<file path="src/rtl/ddr3_ref_clk_train_pkg.sv">
// Shared types and constants for the DDR3 reference-clock training sequencer.
package ddr3_ref_clk_train_pkg;

    typedef enum logic [2:0] {
        ST_IDLE,
        ST_LOAD,
        ST_SETTLE,
        ST_SAMPLE,
        ST_EVAL,
        ST_STEP,
        ST_DONE,
        ST_ERR
    } train_state_e;

    localparam logic [1:0] ERR_NONE    = 2'b00;
    localparam logic [1:0] ERR_NO_EDGE = 2'b01;
    localparam logic [1:0] ERR_OOR     = 2'b10;

endpackage

</file>
<file path="src/rtl/ddr3_ref_clk_sample_vote.sv">
// Capture-and-vote unit: after a start pulse, takes NUM_SAMPLES consecutive
// samples of the phase-detector bit and reports the first value plus whether
// every capture agreed and no forced-unstable flag was seen.
module ddr3_ref_clk_sample_vote #(
    parameter int NUM_SAMPLES = 4
) (
    input  logic clk_i,
    input  logic rst_i,
    input  logic start_i,
    input  logic sample_i,
    input  logic force_unstable_i,
    output logic done_o,
    output logic cur_o,
    output logic stable_o
);

    localparam int CNT_W = 5;

    logic             active_q, active_d;
    logic [CNT_W-1:0] cnt_q, cnt_d;
    logic             first_q, first_d;
    logic             eq_q, eq_d;
    logic             flag_q, flag_d;

    assign done_o   = active_q && (cnt_q == CNT_W'(NUM_SAMPLES - 1));
    assign cur_o    = first_q;
    assign stable_o = eq_q && !flag_q;

    // Capture counter and running agreement of all samples against the first.
    always_comb begin
        active_d = active_q;
        cnt_d    = cnt_q;
        first_d  = first_q;
        eq_d     = eq_q;
        flag_d   = flag_q;
        if (start_i) begin
            active_d = 1'b1;
            cnt_d    = '0;
        end else if (active_q) begin
            if (cnt_q == '0) begin
                first_d = sample_i;
                eq_d    = 1'b1;
                flag_d  = force_unstable_i;
            end else begin
                eq_d   = eq_q && (sample_i == first_q);
                flag_d = flag_q || force_unstable_i;
            end
            cnt_d = cnt_q + CNT_W'(1);
            if (done_o) begin
                active_d = 1'b0;
            end
        end
    end

    // Vote state registers.
    always_ff @(posedge clk_i) begin
        if (rst_i) begin
            active_q <= 1'b0;
            cnt_q    <= '0;
            first_q  <= 1'b0;
            eq_q     <= 1'b0;
            flag_q   <= 1'b0;
        end else begin
            active_q <= active_d;
            cnt_q    <= cnt_d;
            first_q  <= first_d;
            eq_q     <= eq_d;
            flag_q   <= flag_d;
        end
    end

endmodule

</file>
<file path="src/rtl/ddr3_ref_clk_train_ctrl.sv">
// DDR3 reference-clock training sequencer: reloads the RX delay line, steps it
// tap by tap and reports the first tap where the sampled CK0 goes stable 0 ->
// stable 1. Optional eye-monitor support under macro REF_CLK_TRAIN_EYE_MON_EN.
module ddr3_ref_clk_train_ctrl
    import ddr3_ref_clk_train_pkg::*;
#(
    parameter int TAP_MAX       = 127,
    parameter int SETTLE_CYCLES = 8,
    parameter int NUM_SAMPLES   = 4
) (
    input  logic       FAB_CLK,
    input  logic       RESET,
    input  logic       TRAIN_START,
    output logic       TRAIN_BUSY,
    output logic       TRAIN_DONE,
    output logic       TRAIN_ERR,
    output logic [1:0] ERR_CODE,
    output logic [7:0] EDGE_TAP,
    input  logic [7:0] RX_DATA,
    input  logic       DELAY_LINE_OUT_OF_RANGE,
`ifdef REF_CLK_TRAIN_EYE_MON_EN
    input  logic       EYE_MONITOR_EARLY,
    input  logic       EYE_MONITOR_LATE,
`endif
    output logic       DELAY_LINE_LOAD,
    output logic       DELAY_LINE_MOVE,
    output logic       DELAY_LINE_DIRECTION,
    output logic       EYE_MONITOR_CLEAR_FLAGS
);

    localparam int SET_W = (SETTLE_CYCLES > 1) ? $clog2(SETTLE_CYCLES) : 1;

    train_state_e     state_q, state_d;
    logic [7:0]       tap_q, tap_d;
    logic [SET_W-1:0] settle_q, settle_d;
    logic             prev_q, prev_d;
    logic             prev_valid_q, prev_valid_d;
    logic             oor_q, oor_d;
    logic             done_q, done_d;
    logic             err_q, err_d;
    logic [1:0]       err_code_q, err_code_d;
    logic [7:0]       edge_tap_q, edge_tap_d;

    logic load_c, move_c, settle_last, eye_flag;
    logic vote_done, vote_cur, vote_stable;
    logic unused_rx;

    assign unused_rx   = ^RX_DATA[7:1];
    assign settle_last = (state_q == ST_SETTLE) && (settle_q == '0);

`ifdef REF_CLK_TRAIN_EYE_MON_EN
    assign eye_flag                = EYE_MONITOR_EARLY | EYE_MONITOR_LATE;
    assign EYE_MONITOR_CLEAR_FLAGS = settle_last;
`else
    assign eye_flag                = 1'b0;
    assign EYE_MONITOR_CLEAR_FLAGS = 1'b0;
`endif

    ddr3_ref_clk_sample_vote #(
        .NUM_SAMPLES(NUM_SAMPLES)
    ) u_vote (
        .clk_i           (FAB_CLK),
        .rst_i           (RESET),
        .start_i         (settle_last),
        .sample_i        (RX_DATA[0]),
        .force_unstable_i(eye_flag),
        .done_o          (vote_done),
        .cur_o           (vote_cur),
        .stable_o        (vote_stable)
    );

    assign TRAIN_BUSY           = (state_q != ST_IDLE);
    assign TRAIN_DONE           = done_q;
    assign TRAIN_ERR            = err_q;
    assign ERR_CODE             = err_code_q;
    assign EDGE_TAP             = edge_tap_q;
    assign DELAY_LINE_LOAD      = load_c;
    assign DELAY_LINE_MOVE      = move_c;
    assign DELAY_LINE_DIRECTION = move_c;

    // Next-state and pulse outputs of the training sequencer.
    always_comb begin
        state_d      = state_q;
        tap_d        = tap_q;
        settle_d     = settle_q;
        prev_d       = prev_q;
        prev_valid_d = prev_valid_q;
        oor_d        = oor_q;
        done_d       = done_q;
        err_d        = err_q;
        err_code_d   = err_code_q;
        edge_tap_d   = edge_tap_q;
        load_c       = 1'b0;
        move_c       = 1'b0;

        if (state_q != ST_IDLE && state_q != ST_LOAD) begin
            oor_d = oor_q | DELAY_LINE_OUT_OF_RANGE;
        end

        case (state_q)
            ST_IDLE: begin
                if (TRAIN_START) begin
                    done_d     = 1'b0;
                    err_d      = 1'b0;
                    err_code_d = ERR_NONE;
                    state_d    = ST_LOAD;
                end
            end
            ST_LOAD: begin
                load_c       = 1'b1;
                tap_d        = '0;
                prev_d       = 1'b0;
                prev_valid_d = 1'b0;
                oor_d        = 1'b0;
                settle_d     = SET_W'(SETTLE_CYCLES - 1);
                state_d      = ST_SETTLE;
            end
            ST_SETTLE: begin
                if (settle_q == '0) begin
                    state_d = ST_SAMPLE;
                end else begin
                    settle_d = settle_q - SET_W'(1);
                end
            end
            ST_SAMPLE: begin
                if (vote_done) begin
                    state_d = ST_EVAL;
                end
            end
            ST_EVAL: begin
                if (oor_q || DELAY_LINE_OUT_OF_RANGE) begin
                    err_code_d = ERR_OOR;
                    state_d    = ST_ERR;
                end else if (vote_stable && prev_valid_q && !prev_q && vote_cur) begin
                    state_d = ST_DONE;
                end else begin
                    if (vote_stable) begin
                        prev_d       = vote_cur;
                        prev_valid_d = 1'b1;
                    end
                    if (tap_q == 8'(TAP_MAX)) begin
                        err_code_d = ERR_NO_EDGE;
                        state_d    = ST_ERR;
                    end else begin
                        state_d = ST_STEP;
                    end
                end
            end
            ST_STEP: begin
                move_c   = 1'b1;
                tap_d    = tap_q + 8'd1;
                settle_d = SET_W'(SETTLE_CYCLES - 1);
                state_d  = ST_SETTLE;
            end
            ST_DONE: begin
                done_d     = 1'b1;
                edge_tap_d = tap_q;
                state_d    = ST_IDLE;
            end
            ST_ERR: begin
                err_d   = 1'b1;
                state_d = ST_IDLE;
            end
            default: state_d = ST_IDLE;
        endcase
    end

    // Sequencer state registers; reset aborts any run in progress.
    always_ff @(posedge FAB_CLK) begin
        if (RESET) begin
            state_q      <= ST_IDLE;
            tap_q        <= '0;
            settle_q     <= '0;
            prev_q       <= 1'b0;
            prev_valid_q <= 1'b0;
            oor_q        <= 1'b0;
            done_q       <= 1'b0;
            err_q        <= 1'b0;
            err_code_q   <= ERR_NONE;
            edge_tap_q   <= '0;
        end else begin
            state_q      <= state_d;
            tap_q        <= tap_d;
            settle_q     <= settle_d;
            prev_q       <= prev_d;
            prev_valid_q <= prev_valid_d;
            oor_q        <= oor_d;
            done_q       <= done_d;
            err_q        <= err_d;
            err_code_q   <= err_code_d;
            edge_tap_q   <= edge_tap_d;
        end
    end

endmodule

</file>
<file path="config.mk">
export PLATFORM = sky130hd
export DESIGN_NAME = ddr3_ref_clk_train_ctrl
export DESIGN_NICKNAME = d
export VERILOG_FILES = /design/src/rtl/ddr3_ref_clk_train_pkg.sv /design/src/rtl/ddr3_ref_clk_sample_vote.sv /design/src/rtl/ddr3_ref_clk_train_ctrl.sv
export SDC_FILE = /design/constraint.sdc
export NUM_CORES = 1
export LEC_CHECK = 0
export BUFFER_PORTS_ARGS = -buffer_cell sky130_fd_sc_hd__buf_2
export CAP_MARGIN = 10
export CORE_UTILIZATION = 52
export CTS_BUF_LIST = sky130_fd_sc_hd__clkbuf_4
export CTS_CLUSTER_DIAMETER = 60
export DETAILED_ROUTE_END_ITERATION = 10
export GPL_ROUTABILITY_DRIVEN = 1
export PLACE_DENSITY = 0.78
export SYNTH_ARGS = -nofsm -noshare
export SYNTH_HDL_FRONTEND = slang
export SYNTH_SLANG_ARGS = --single-unit
</file>
<file path="constraint.sdc">
create_clock -name FAB_CLK -period 1.65 [get_ports FAB_CLK]
set_clock_uncertainty 0.15 [all_clocks]
set_input_delay 0.0825 -clock FAB_CLK [delete_from_list [all_inputs] [get_ports FAB_CLK]]
set_output_delay 0.0825 -clock FAB_CLK [all_outputs]
set_load 0.02 [all_outputs]
</file>
Word level (Yosys, flattened, before mapping). Index checks and enable logic that the tools add are counted.

Bits in registers: 37. Output and inout bits: 17. Logic and storage cells: 102.

Add/sub/neg operators: 3. Eq/ne operators: 20. Multiplexer cells: 32. Bitwise logic cells: 2. Reductions and logical operators: 31.

Operators with widths (count): $pmux 3 s6 (1); $pmux 8 s2 (1); $mux 2 (7); $mux 1 (13); $eq 3x3->1 const B (4); $mux 3 (4); $reduce_bool 2->1 (6); $ne 2x2->1 const B (5); $add 8x1->8 const B (1); $eq 8x7->1 const B (1); $pmux 1 s2 (4); $reduce_and 2->1 (4); $reduce_and 4->1 (2); $reduce_or 2->1 (4); $logic_and 1x1->1 (7); $eq 3x2->1 const B (2); $logic_not 3->1 (2); $ne 3x3->1 const B (2); $pmux 3 s2 (1); $reduce_and 3->1 (2); $add 5x1->5 const B (1); $eq 5x2->1 const B (1); $logic_not 5->1 (1); $ne 2x1->1 const B (2); other kinds (10) (10).

Logic depth before layout (Yosys ltp). Gate-level depths: netlist (run 1).

Depth in word-level cells: 6. Mapped depth: 6. Depth with buffers taken out: 6.

Hierarchy. A second synthesis (run 1) with hierarchy kept.

Cells, all modules: 209. Area total of the unflattened synthesis: 1844.3 um2.

Modules (own cells, without submodules): ddr3_ref_clk_train_ctrl (instances 1, cells each 163, area an instance 1392.6 um2, sequential area each 580.6 um2); ddr3_ref_clk_sample_vote (instances 1, cells each 46, area an instance 451.7 um2, sequential area each 180.2 um2).

Least setup slack after synthesis (run 1). Ideal clock, no wire load.

Path kind: register to register. Start point: register state_q[0]. End point: register u_vote.first_q, in the netlist u_vote.cur_o. Data arrival time: 1294 ps. Required time: 1372 ps. Setup slack: 78 ps. Stages on the path, launching flop included: 6. Path buffers: 1. Cells stage by stage: dfxtp_1 > buf_2 > or3b_4 > o2111ai_2 > mux2i_1 > nor2_1.

Longest elaborated chain between the ends: 4.

RTL lines: start, declared (RTL line ddr3_ref_clk_train_ctrl.sv:33) `train_state_e state_q, state_d;`; start signal, assigned (RTL line ddr3_ref_clk_train_ctrl.sv:182) `state_q <= state_d;`; $eq 3x2->1 (RTL line ddr3_ref_clk_train_ctrl.sv:49) `assign settle_last = (state_q == ST_SETTLE) && (settle_q == '0);`; $logic_and 1x1->1 (RTL line ddr3_ref_clk_train_ctrl.sv:49); $not 1->1 (no line); $reduce_and 3->1 (no line); end signal, assigned (RTL line ddr3_ref_clk_sample_vote.sv:66) `first_q <= first_d;`; end, declared (RTL line ddr3_ref_clk_sample_vote.sv:21) `logic first_q, first_d;`.

Every way passes these cells. A chain may end at the register's enable or synchronous reset.

Final worst setup path (run 1).
Start point: register state_q[2]. End point: output port TRAIN_BUSY.

Longest elaborated chain between the ends: 1.

RTL lines: $reduce_bool 3->1 (RTL line ddr3_ref_clk_train_ctrl.sv:72) `assign TRAIN_BUSY = (state_q != ST_IDLE);`; end, declared (RTL line ddr3_ref_clk_train_ctrl.sv:14) `output logic TRAIN_BUSY,`.

Every way passes these cells.

==> impl_metrics.tcl, run 1 <==
set metrics [dict create \
    clk_pin_slew_ns 0.10 \
    syn_area_mm2 0.00172 \
    antenna_found_initial 0 \
    crit_fanout 8 \
    design_area_mm2 0.00204 \
    critPathRequiredTime_ns 1.42 \
    nets 248 \
    ys_types 39 \
    die_w_um 59.6 \
    hold-worst-slack_ns 0.322 \
    clock.fmax_ghz 0.616 \
    grt_max_degree 29 \
    place_area_mm2 0.00191 \
    worstSetupEndpointType "primary output" \
    gp_congestion 0.815 \
    grt_pass1_vias 1340 \
    route.vias.total 1453 \
    overflow 0 \
    ant_nets 0 \
    cp-start-kind "flip-flop" \
    synth_edf_count 0 \
    hp-class "reg -> reg" \
    grt_pass1_wl_mm 5.93 \
    rsz0062_at_grt "true" \
    ys_seq_area_share_pct 43.0 \
    cts_tree "yes" \
    fp.dieH_um 59.6 \
    track_usage_pct 22.8 \
    dpl.hpwl_mm 2.45 \
    async_flop_share_pct 0 \
    p_per_area_mw_per_mm2 875 \
    routedWlPerCell_um 12.7 \
    cts_buffers 5 \
    finalCritPeriodShare_pct 98.4 \
    cts_root_buffer "clkbuf_4" \
    fin_tns_setup_ns 0 \
    cts_sinks 37 \
    drv_cap 0 \
    synth-main-ff-cell "dfxtp_1" \
    drc_errors 0 \
    diodes 0 \
    slew_violations 0 \
    yosysWarnings 0 \
    via_per_inst 5.28 \
    drive_above_1_share_pct 21.2 \
    worst_slack_ns 0.0267 \
    peakVddDrop_mv 0.542 \
    path_class "reg -> out" \
    num_io_pins 29 \
    nFillCells 277 \
    hold_violations 0 \
    core_area_mm2 0.00310 \
    htreeDepth 2 \
    ys_seq_elements 37 \
    synth_top_area_share_pct 43.0 \
    arrival_ns 1.39 \
    yosysMostFrequentCell "dfxtp_1" \
    synth_top_cells_by_area "dfxtp_1 43%, mux2i_1 7.5%, nor2_1 5.2%" \
    p_total_uw 1790 \
    syn_nets 215 \
    status "finished clean" \
    synth_area_leader_cell "dfxtp_1" \
    synth_cells 198 \
    drt_wl_total_mm 3.49 \
    avgSynthCellArea_um2 8.71 \
    synth_commonest_cells "37 x dfxtp_1, 24 x nor2_1, 15 x a21oi_1, 15 x nand2_1, 13 x mux2i_1" \
    leakagePower_uw 0.000881 \
    drt_iter0_markers 56 \
    die-area_mm2 0.00355 \
    dp_slack_ns 0.0594 \
    synthToLayoutAreaGrowth_pct 18.6 \
    period_needed_ns 1.62 \
    numPortBuffers 20 \
    clkLatencyLatePin_ns 0.34 \
    num_rows 20 \
    setup_viol 0 \
    dr.pass1.iters 5 \
    start_util_pct 55.6 \
    clockBufferDepth 2 \
]
## worst max-delay path, stage by stage, from the launching register on
cell     delay [ns]
dfxtp_4        0.38
buf_4          0.14
or3_4          0.38
buf_6          0.14
## where the power goes
| part | internal, µW | switching, µW |
|---|---|---|
| combinational | 158 | 205 |
| clock | 171 | 279 |
| sequential | 934 | 41.7 |
## cell usage in the layout (no fill, tap or decap), types with 4 or more instances in the layout
| cell | n |
|---|---|
| ha_1 | 5 |
| nor2_1 | 23 |
| nand2_1 | 15 |
| clkbuf_4 | 6 |
| nor3_1 | 11 |
| a21oi_1 | 15 |
| dfxtp_1 | 34 |
| buf_2 | 19 |
| inv_1 | 9 |
| nand4_1 | 6 |
| mux2i_1 | 13 |
| xor2_1 | 7 |
| dlygate4sd3_1 | 4 |
| buf_4 | 12 |
## registers in the layout (all words and copies together), names as in the netlist
name             flops
EDGE_TAP             8
tap_q                8
u_vote.cnt_q         5
settle_q             3
state_q              3
ERR_CODE             2
TRAIN_DONE           1
TRAIN_ERR            1
oor_q                1
prev_q               1
prev_valid_q         1
u_vote.active_q      1
u_vote.cur_o         1
u_vote.eq_q          1
## final timing paths
kind,depth (start not counted),to,slack [ns],start
setup / recovery,3,TRAIN_BUSY,0.03,state_q[2]
hold / removal,1,settle_q[0],0.32,settle_q[0]
setup reg to reg,5,settle_q[0],0.08,state_q[2]
hold reg to reg,1,settle_q[0],0.32,settle_q[0]
## cell type report
type / instances / area [µm²] / share of cell area (%)
Inverter: 9 / 33.8 / 1.65
Tap cell: 44 / 55.1 / 2.69
Multi-Input combinational cell: 141 / 910 / 44.5
Timing Repair Buffer: 37 / 248 / 12.1
Sequential cell: 37 / 749 / 36.7
Clock inverter: 1 / 3.75 / 0.184
Clock buffer: 6 / 45.0 / 2.20
## logic make-up after synthesis
| logic type | share of synthesized area [%] |
|---|---|
| XOR/XNOR | 5.08 |
| flip-flops | 43.0 |
| adder cells (fa/ha/maj) | 3.63 |
| other | 0.217 |
| AO/OA/AOI/OAI | 12.3 |
| multiplexers | 7.55 |
| buffers and inverters | 5.15 |
| AND/OR/NAND/NOR | 23.1 |
## metal layers
layer | track usage, % | wire, µm | vias to the layer above
met5 | 0 | 0 | -
met4 | 8.64 | 55 | 0
met3 | 6.77 | 149 | 6
met2 | 37.6 | 1650 | 29
met1 | 28.1 | 1640 | 668
li1 | - | - | 750
## per-stage QoR
step           std cells  util (%)
2_1_floorplan        198         -
3_3_place_gp         263      61.7
3_5_place_dp         263      61.7
4_1_cts              275      65.4
5_1_grt              275      65.9
6_report             275      65.9
## what timing repair did
| item | CTS | global route |
|---|---|---|
| setup buffers | 1 | 0 |
| endpoints found under the hold margin | 6 | 0 |
| hold buffers | 4 | 0 |
| resized for setup | 8 | 4 |
| setup endpoints to repair | 3 | 6 |
No activity file was read; power rests on OpenSTA's default activity.
==> run 2, diff against run 1 <==
--- a/config.mk
+++ b/config.mk
@@ -5,6 +5,7 @@
 export SDC_FILE = /design/constraint.sdc
 export NUM_CORES = 1
 export LEC_CHECK = 0
+export ABC_AREA = 1
 export BUFFER_PORTS_ARGS = -buffer_cell sky130_fd_sc_hd__buf_2
 export CAP_MARGIN = 10
 export CORE_UTILIZATION = 52
@@ -12,7 +13,7 @@
 export CTS_CLUSTER_DIAMETER = 60
 export DETAILED_ROUTE_END_ITERATION = 10
 export GPL_ROUTABILITY_DRIVEN = 1
-export PLACE_DENSITY = 0.78
+export PLACE_DENSITY = 0.77
 export SYNTH_ARGS = -nofsm -noshare
 export SYNTH_HDL_FRONTEND = slang
 export SYNTH_SLANG_ARGS = --single-unit
==> run 2 against run 1 <==
Compared with the run above:
- combinational power grew 29%
- clock-buffer cell count is 1 lower
- maximum frequency is 2.2% higher
- final cell count increased by 20%
- setup slack improved by 0.034 ns
- largest cell class unchanged
- clock power shrank 2%
- non-clock buffer count shrank 8
- sequential power about the same
- synthesized area increased by 3.8%
- routed wire length decreased by 5.9%
- register-to-register slack improved by 0.05 ns
- via count up 10%
==> impl_metrics.tcl, run 2 <==
set metrics [dict create \
    status "finished clean" \
    diodes 0 \
    max_stage_delay_ns 0.36 \
    num_io_pins 29 \
    drt_wl_total_mm 3.29 \
    syn_nets 273 \
    slew_violations 0 \
    async_flop_share_pct 0 \
    regToRegEndpoint "prev_valid_q" \
    gp_congestion 0.801 \
    cts_buffers 5 \
    cp-start-kind "flip-flop" \
    r2r-start "state_q[0]" \
    met2_usage_pct 32.7 \
    peakVddDrop_mv 0.581 \
    path_class "reg -> out" \
    hold_violations 0 \
    finalCritPeriodShare_pct 96.3 \
    reg2reg_depth 7 \
    fp.dieH_um 60.7 \
    cts_sinks 37 \
    drt_iter0_markers 98 \
    grt_use_met3_pct 3.84 \
    avgSynthCellArea_um2 6.99 \
    final_common_cell "nand2_1" \
    synth_fa_ha_area_share_pct 3.49 \
    via_per_inst 4.87 \
    num_rows 20 \
    hp-class "reg -> reg" \
    drive_above_1_share_pct 16.5 \
    design_area_mm2 0.00204 \
    cp.depth 6 \
    hold-worst-slack_ns 0.293 \
    synthToLayoutAreaGrowth_pct 13.7 \
    grt_max_degree 18 \
    use_met1_pct 26.6 \
    grt.busiest_layer "met2" \
    synth_top_area_share_pct 41.4 \
    muxShareOfSynthArea_pct 0 \
    synth_commonest_cells "49 x nand2_1, 43 x inv_1, 37 x dfxtp_1, 30 x nor2_1, 26 x a21oi_1" \
    yosysWarnings 0 \
    period_needed_ns 1.59 \
    die-area_mm2 0.00368 \
    synth_xor_area_share_pct 0.978 \
    worstSetupEndpointType "primary output" \
    core_area_mm2 0.00315 \
    drc_errors 0 \
    grt_pass1_wl_mm 5.58 \
    setup_viol 0 \
    dp_cells 317 \
    dr.pass1.iters 4 \
    numPortBuffers 20 \
    layoutNonFillerInstCount 329 \
    track_usage_pct 20.6 \
    crit_fanout 11 \
    ys_seq_area_share_pct 41.4 \
    worstSetupEndpoint "DELAY_LINE_MOVE" \
    cp_cell_sequence "inv_2, nand2_8, clkinv_2, nand2_1, inv_1, buf_2" \
    place_area_mm2 0.00193 \
    clkLatencyLatePin_ns 0.34 \
    dpl.hpwl_mm 2.44 \
    htreeDepth 2 \
    ys_seq_elements 37 \
    synth_top_family_by_area "simple AND/OR/NAND/NOR gates" \
    reg2reg_slack_ns 0.13 \
    synth_edf_count 0 \
    syn_area_mm2 0.00179 \
    grt_pass1_vias 1366 \
    overflow 0 \
    antenna_found_initial 0 \
    clk_pin_slew_ns 0.11 \
    start_util_pct 56.8 \
    die_w_um 60.7 \
    synth_cells 256 \
    ys_types 29 \
    route.vias.total 1603 \
    ant_nets 0 \
    synth-main-ff-cell "dfxtp_1" \
    arrival_ns 1.36 \
    routedWlPerCell_um 9.98 \
    drv_cap 0 \
    leakagePower_uw 0.000901 \
    cpMaxStageDelayCell "dfxtp_2" \
    synth_compound_area_share_pct 15.4 \
    clock.fmax_ghz 0.629 \
    synth_top_cells_by_area "dfxtp_1 41%, nand2_1 10%, inv_1 9.0%" \
    clockBufferDepth 2 \
    synth_area_leader_cell "dfxtp_1" \
    cts_tree "yes" \
    yosysMostFrequentCell "nand2_1" \
    nFillCells 283 \
    synth_simple_gate_area_share_pct 25.6 \
    setup.worst_path.start "state_q[1]" \
    nets 301 \
    critPathTopFamily "buffers and inverters" \
    critPathRequiredTime_ns 1.42 \
    worst-path-buf-inv 4 \
    p_per_area_mw_per_mm2 939 \
    final_cell_mix "48 x nand2_1, 43 x inv_1, 34 x dfxtp_1" \
    cts_root_buffer "clkbuf_4" \
]
-- run 2: report_power, final --
group,internal (µW),switching (µW)
logic,170,299
registers,949,50.9
clock network,154,288
total,1270,638
-- run 2: layout make-up --
type                       instances  area [µm²]  share of cell area (%)
tap                               44        55.1                    2.70
inverter                          46         174                    8.54
sequential                        37         744                    36.6
timing repair buffer              29         178                    8.73
clock buffer                       5        37.5                    1.84
clock inverter                     3        12.5                   0.615
multi-input combinational        165         835                    41.0
-- run 2: worst register-to-register path, cell delays in order, from the launching register on --
cell and delay [ns]:
dfxtp_2 0.39, nor2_1 0.22, nand2_2 0.14, inv_2 0.14, o21ai_2 0.10, nand2_1 0.10, nand2_1 0.05, a21oi_1 0.15
-- run 2: cell families (layout without fill, tap and decap cells) --
kind of cell / after synthesis / after routing
AOI/OAI and AO/OA: 51 / 51
xor gates and xnor gates: 2 / 2
adders and majority gates: 5 / 5
buffers and inverters: 54 / 83
DFF: 37 / 37
other: 1 / 1
and+or+nand+nor: 106 / 106
-- run 2: per-stage QoR --
step                      power [µW]  setup WS, ns  setup TNS [ns]  utilization (%)
after floorplan                 1370         0.340               0                -
final                           1910        0.0611               0             64.6
after global placement          1440         0.222               0             61.1
after detailed placement        1450         0.204               0             61.1
after CTS                       1900       0.00268               0             64.1
after global routing            2040      -0.00372        -0.00731             64.6
-- run 2: worst min-delay path by stage --
stage	end	cells after the start	slack, ns	startpoint
2_1_floorplan	u_vote.cur_o	2	0.07	RX_DATA[0]
3_3_place_gp	u_vote.cur_o	3	0.19	RX_DATA[0]
3_5_place_dp	u_vote.cur_o	3	0.19	RX_DATA[0]
4_1_cts	EDGE_TAP[7]	2	0.30	EDGE_TAP[7]
5_1_grt	EDGE_TAP[7]	2	0.31	EDGE_TAP[7]
6_report	EDGE_TAP[7]	2	0.29	EDGE_TAP[7]
-- run 2: routing by layer --
| metal | vias to the layer above | wire length [µm] | share of wire, % |
|---|---|---|---|
| li1 | 865 | - | - |
| met1 | 695 | 1620 | 49 |
| met2 | 36 | 1480 | 45 |
| met3 | 7 | 119 | 3.6 |
| met4 | 0 | 63 | 1.9 |
| met5 | - | 0 | 0 |
-- run 2: repair_timing --
action / CTS / global route
hold endpoints to repair: 12 / 0
hold buffers: 4 / 0
setup endpoints to repair: 2 / 4
setup buffers: 0 / 0
gates resized for setup: 2 / 4
==> run 3, diff against run 2 <==
--- a/config.mk
+++ b/config.mk
@@ -8,12 +8,13 @@
 export ABC_AREA = 1
 export BUFFER_PORTS_ARGS = -buffer_cell sky130_fd_sc_hd__buf_2
 export CAP_MARGIN = 10
-export CORE_UTILIZATION = 52
+export CORE_UTILIZATION = 58
 export CTS_BUF_LIST = sky130_fd_sc_hd__clkbuf_4
 export CTS_CLUSTER_DIAMETER = 60
 export DETAILED_ROUTE_END_ITERATION = 10
 export GPL_ROUTABILITY_DRIVEN = 1
-export PLACE_DENSITY = 0.77
+export PLACE_DENSITY = 0.82
+export SETUP_SLACK_MARGIN = 0.15
 export SYNTH_ARGS = -nofsm -noshare
 export SYNTH_HDL_FRONTEND = slang
 export SYNTH_SLANG_ARGS = --single-unit
==> constraint.sdc (replaced) <==
create_clock -name FAB_CLK -period 1.6 [get_ports FAB_CLK]
set_clock_uncertainty 0.15 [all_clocks]
set_input_delay 0.08 -clock FAB_CLK [delete_from_list [all_inputs] [get_ports FAB_CLK]]
set_output_delay 0.08 -clock FAB_CLK [all_outputs]
set_load 0.02 [all_outputs]
==> run 3 against run 2 <==
Compared with the run above:
- the flow now finishes with violations (design-rule violations)
- global-route usage increased by 4.6 points
- clock power increased by 2%
- flip-flop and latch count is the same
- hold slack improved by 0.0041 ns
- clock-buffer cell count is the same
- largest cell class unchanged
- critical path type unchanged
- register-to-register slack is essentially flat
- non-clock buffer count increased by 10
- sequential share of layout area shrank 2.0 points
==> impl_metrics.tcl, run 3 (same netlist as run 2, synthesis figures left out) <==
set metrics [dict create \
    clkLatencyLatePin_ns 0.35 \
    final_cell_mix "43 x nand2_1, 39 x inv_1, 31 x dfxtp_1" \
    final_common_cell "nand2_1" \
    die_w_um 57.6 \
    route.vias.total 1717 \
    cts_root_buffer "clkbuf_4" \
    p_per_area_mw_per_mm2 980 \
    cp-start-kind "flip-flop" \
    drt_iter0_markers 138 \
    seq_area_um2 756 \
    grt_pass1_vias 1532 \
    gp_congestion 0.857 \
    num_io_pins 29 \
    drt_wl_total_mm 4.10 \
    path_class "reg -> out" \
    crit_fanout 4 \
    cts_tree "yes" \
    finalCritPeriodShare_pct 92.4 \
    track_usage_pct 25.1 \
    layoutNonFillerInstCount 324 \
    worstSetupEndpointType "primary output" \
    nets 311 \
    critPathRequiredTime_ns 1.37 \
    cp_cell_sequence "inv_6, nand2_4, inv_4, nand2_2, inv_2, buf_6" \
    hold_violations 0 \
    drive_above_1_share_pct 27.3 \
    hold-worst-slack_ns 0.298 \
    die-area_mm2 0.00331 \
    clock.fmax_ghz 0.676 \
    dp_cells 304 \
    fin_tns_setup_ns 0 \
    period_needed_ns 1.48 \
    leakagePower_uw 0.000965 \
    dp_slack_ns 0.108 \
    core_area_mm2 0.00283 \
    arrival_ns 1.25 \
    slew_violations 0 \
    grt_pass1_wl_mm 6.32 \
    cts_sinks 37 \
    grt_max_degree 13 \
    multiInputGateArea_um2 896 \
    num_rows 19 \
    peakVddDrop_mv 0.600 \
    routedWlPerCell_um 12.7 \
    max_stage_delay_ns 0.39 \
    start_util_pct 63.3 \
    clk_pin_slew_ns 0.11 \
    violations "design-rule violations" \
    cpMaxStageDelayCell "dfxtp_4" \
    rsz0062_at_grt "true" \
    drc_errors 4 \
    diodes 0 \
    antenna_found_initial 0 \
    nFillCells 210 \
    dr.pass1.iters 10 \
    dpl.hpwl_mm 2.49 \
    via_per_inst 5.30 \
    status "complete, but fails checks" \
    setup_viol 0 \
    drv_cap 0 \
    synthToLayoutAreaGrowth_pct 22.2 \
    htreeDepth 2 \
    ant_nets 0 \
    fp.dieH_um 57.6 \
    worst_slack_ns 0.121 \
    cts_buffers 5 \
    clockBufferDepth 2 \
    overflow 0 \
    numPortBuffers 20 \
    hp-class "reg -> reg" \
]
## run 3: area by class of cell
| type | instances | share of cell area, % |
|---|---|---|
| Clock buffer | 5 | 1.72 |
| Tap cell | 31 | 1.77 |
| Timing Repair Buffer | 39 | 12.6 |
| Multi-Input combinational cell | 165 | 40.9 |
| Clock inverter | 1 | 0.229 |
| Sequential cell | 37 | 34.5 |
| Inverter | 46 | 8.23 |
## run 3: path summary, 6_finish.rpt
kind,start,to,slack [ns],depth (start not counted)
setup / recovery,state_q[1],DELAY_LINE_MOVE,0.12,6
hold reg to reg,EDGE_TAP[3],EDGE_TAP[3],0.30,2
setup reg to reg,state_q[0],prev_q,0.13,7
hold / removal,EDGE_TAP[3],EDGE_TAP[3],0.30,2
## run 3: layer usage
| metal | GRT usage [%] | part of all wire, % | vias up | wire length, µm |
|---|---|---|---|---|
| met5 | 0 | 0 | - | 0 |
| met4 | 13.2 | 2.4 | 0 | 100 |
| met3 | 4.99 | 4.6 | 13 | 187 |
| met2 | 42.7 | 49 | 52 | 2030 |
| met1 | 29.8 | 44 | 771 | 1790 |
| li1 | - | - | 881 | - |
## run 3: power breakdown
group	total, µW	switching, µW	internal (µW)	leakage, µW
sequential	1040	59.8	981	0.000303
combinational	654	393	262	0.000635
clock	449	297	152	0.0000269
## run 3: timing repair
item,4_1_cts,5_1_grt
hold endpoints to repair,12,0
endpoints found under the setup margin,18,26
resized for setup,18,27
pin swaps,2,4
hold buffers,4,0
buffers inserted,6,4
## run 3: critical path: cells and delay by family, from the launching register on
family | cells | cell delay [ns]
buffers and inverters | 4 | 0.36
flip-flops | 1 | 0.39
AND/OR/NAND/NOR | 2 | 0.15
## run 3: per-stage QoR
step,instance area (µm²),total power [µW],utilization (%)
after global routing,2190,2260,77.4
final,2190,2140,77.4
after global placement,1910,1490,67.5
after detailed placement,1910,1500,67.5
after floorplan,1790,1410,-
after CTS,2080,2030,73.6
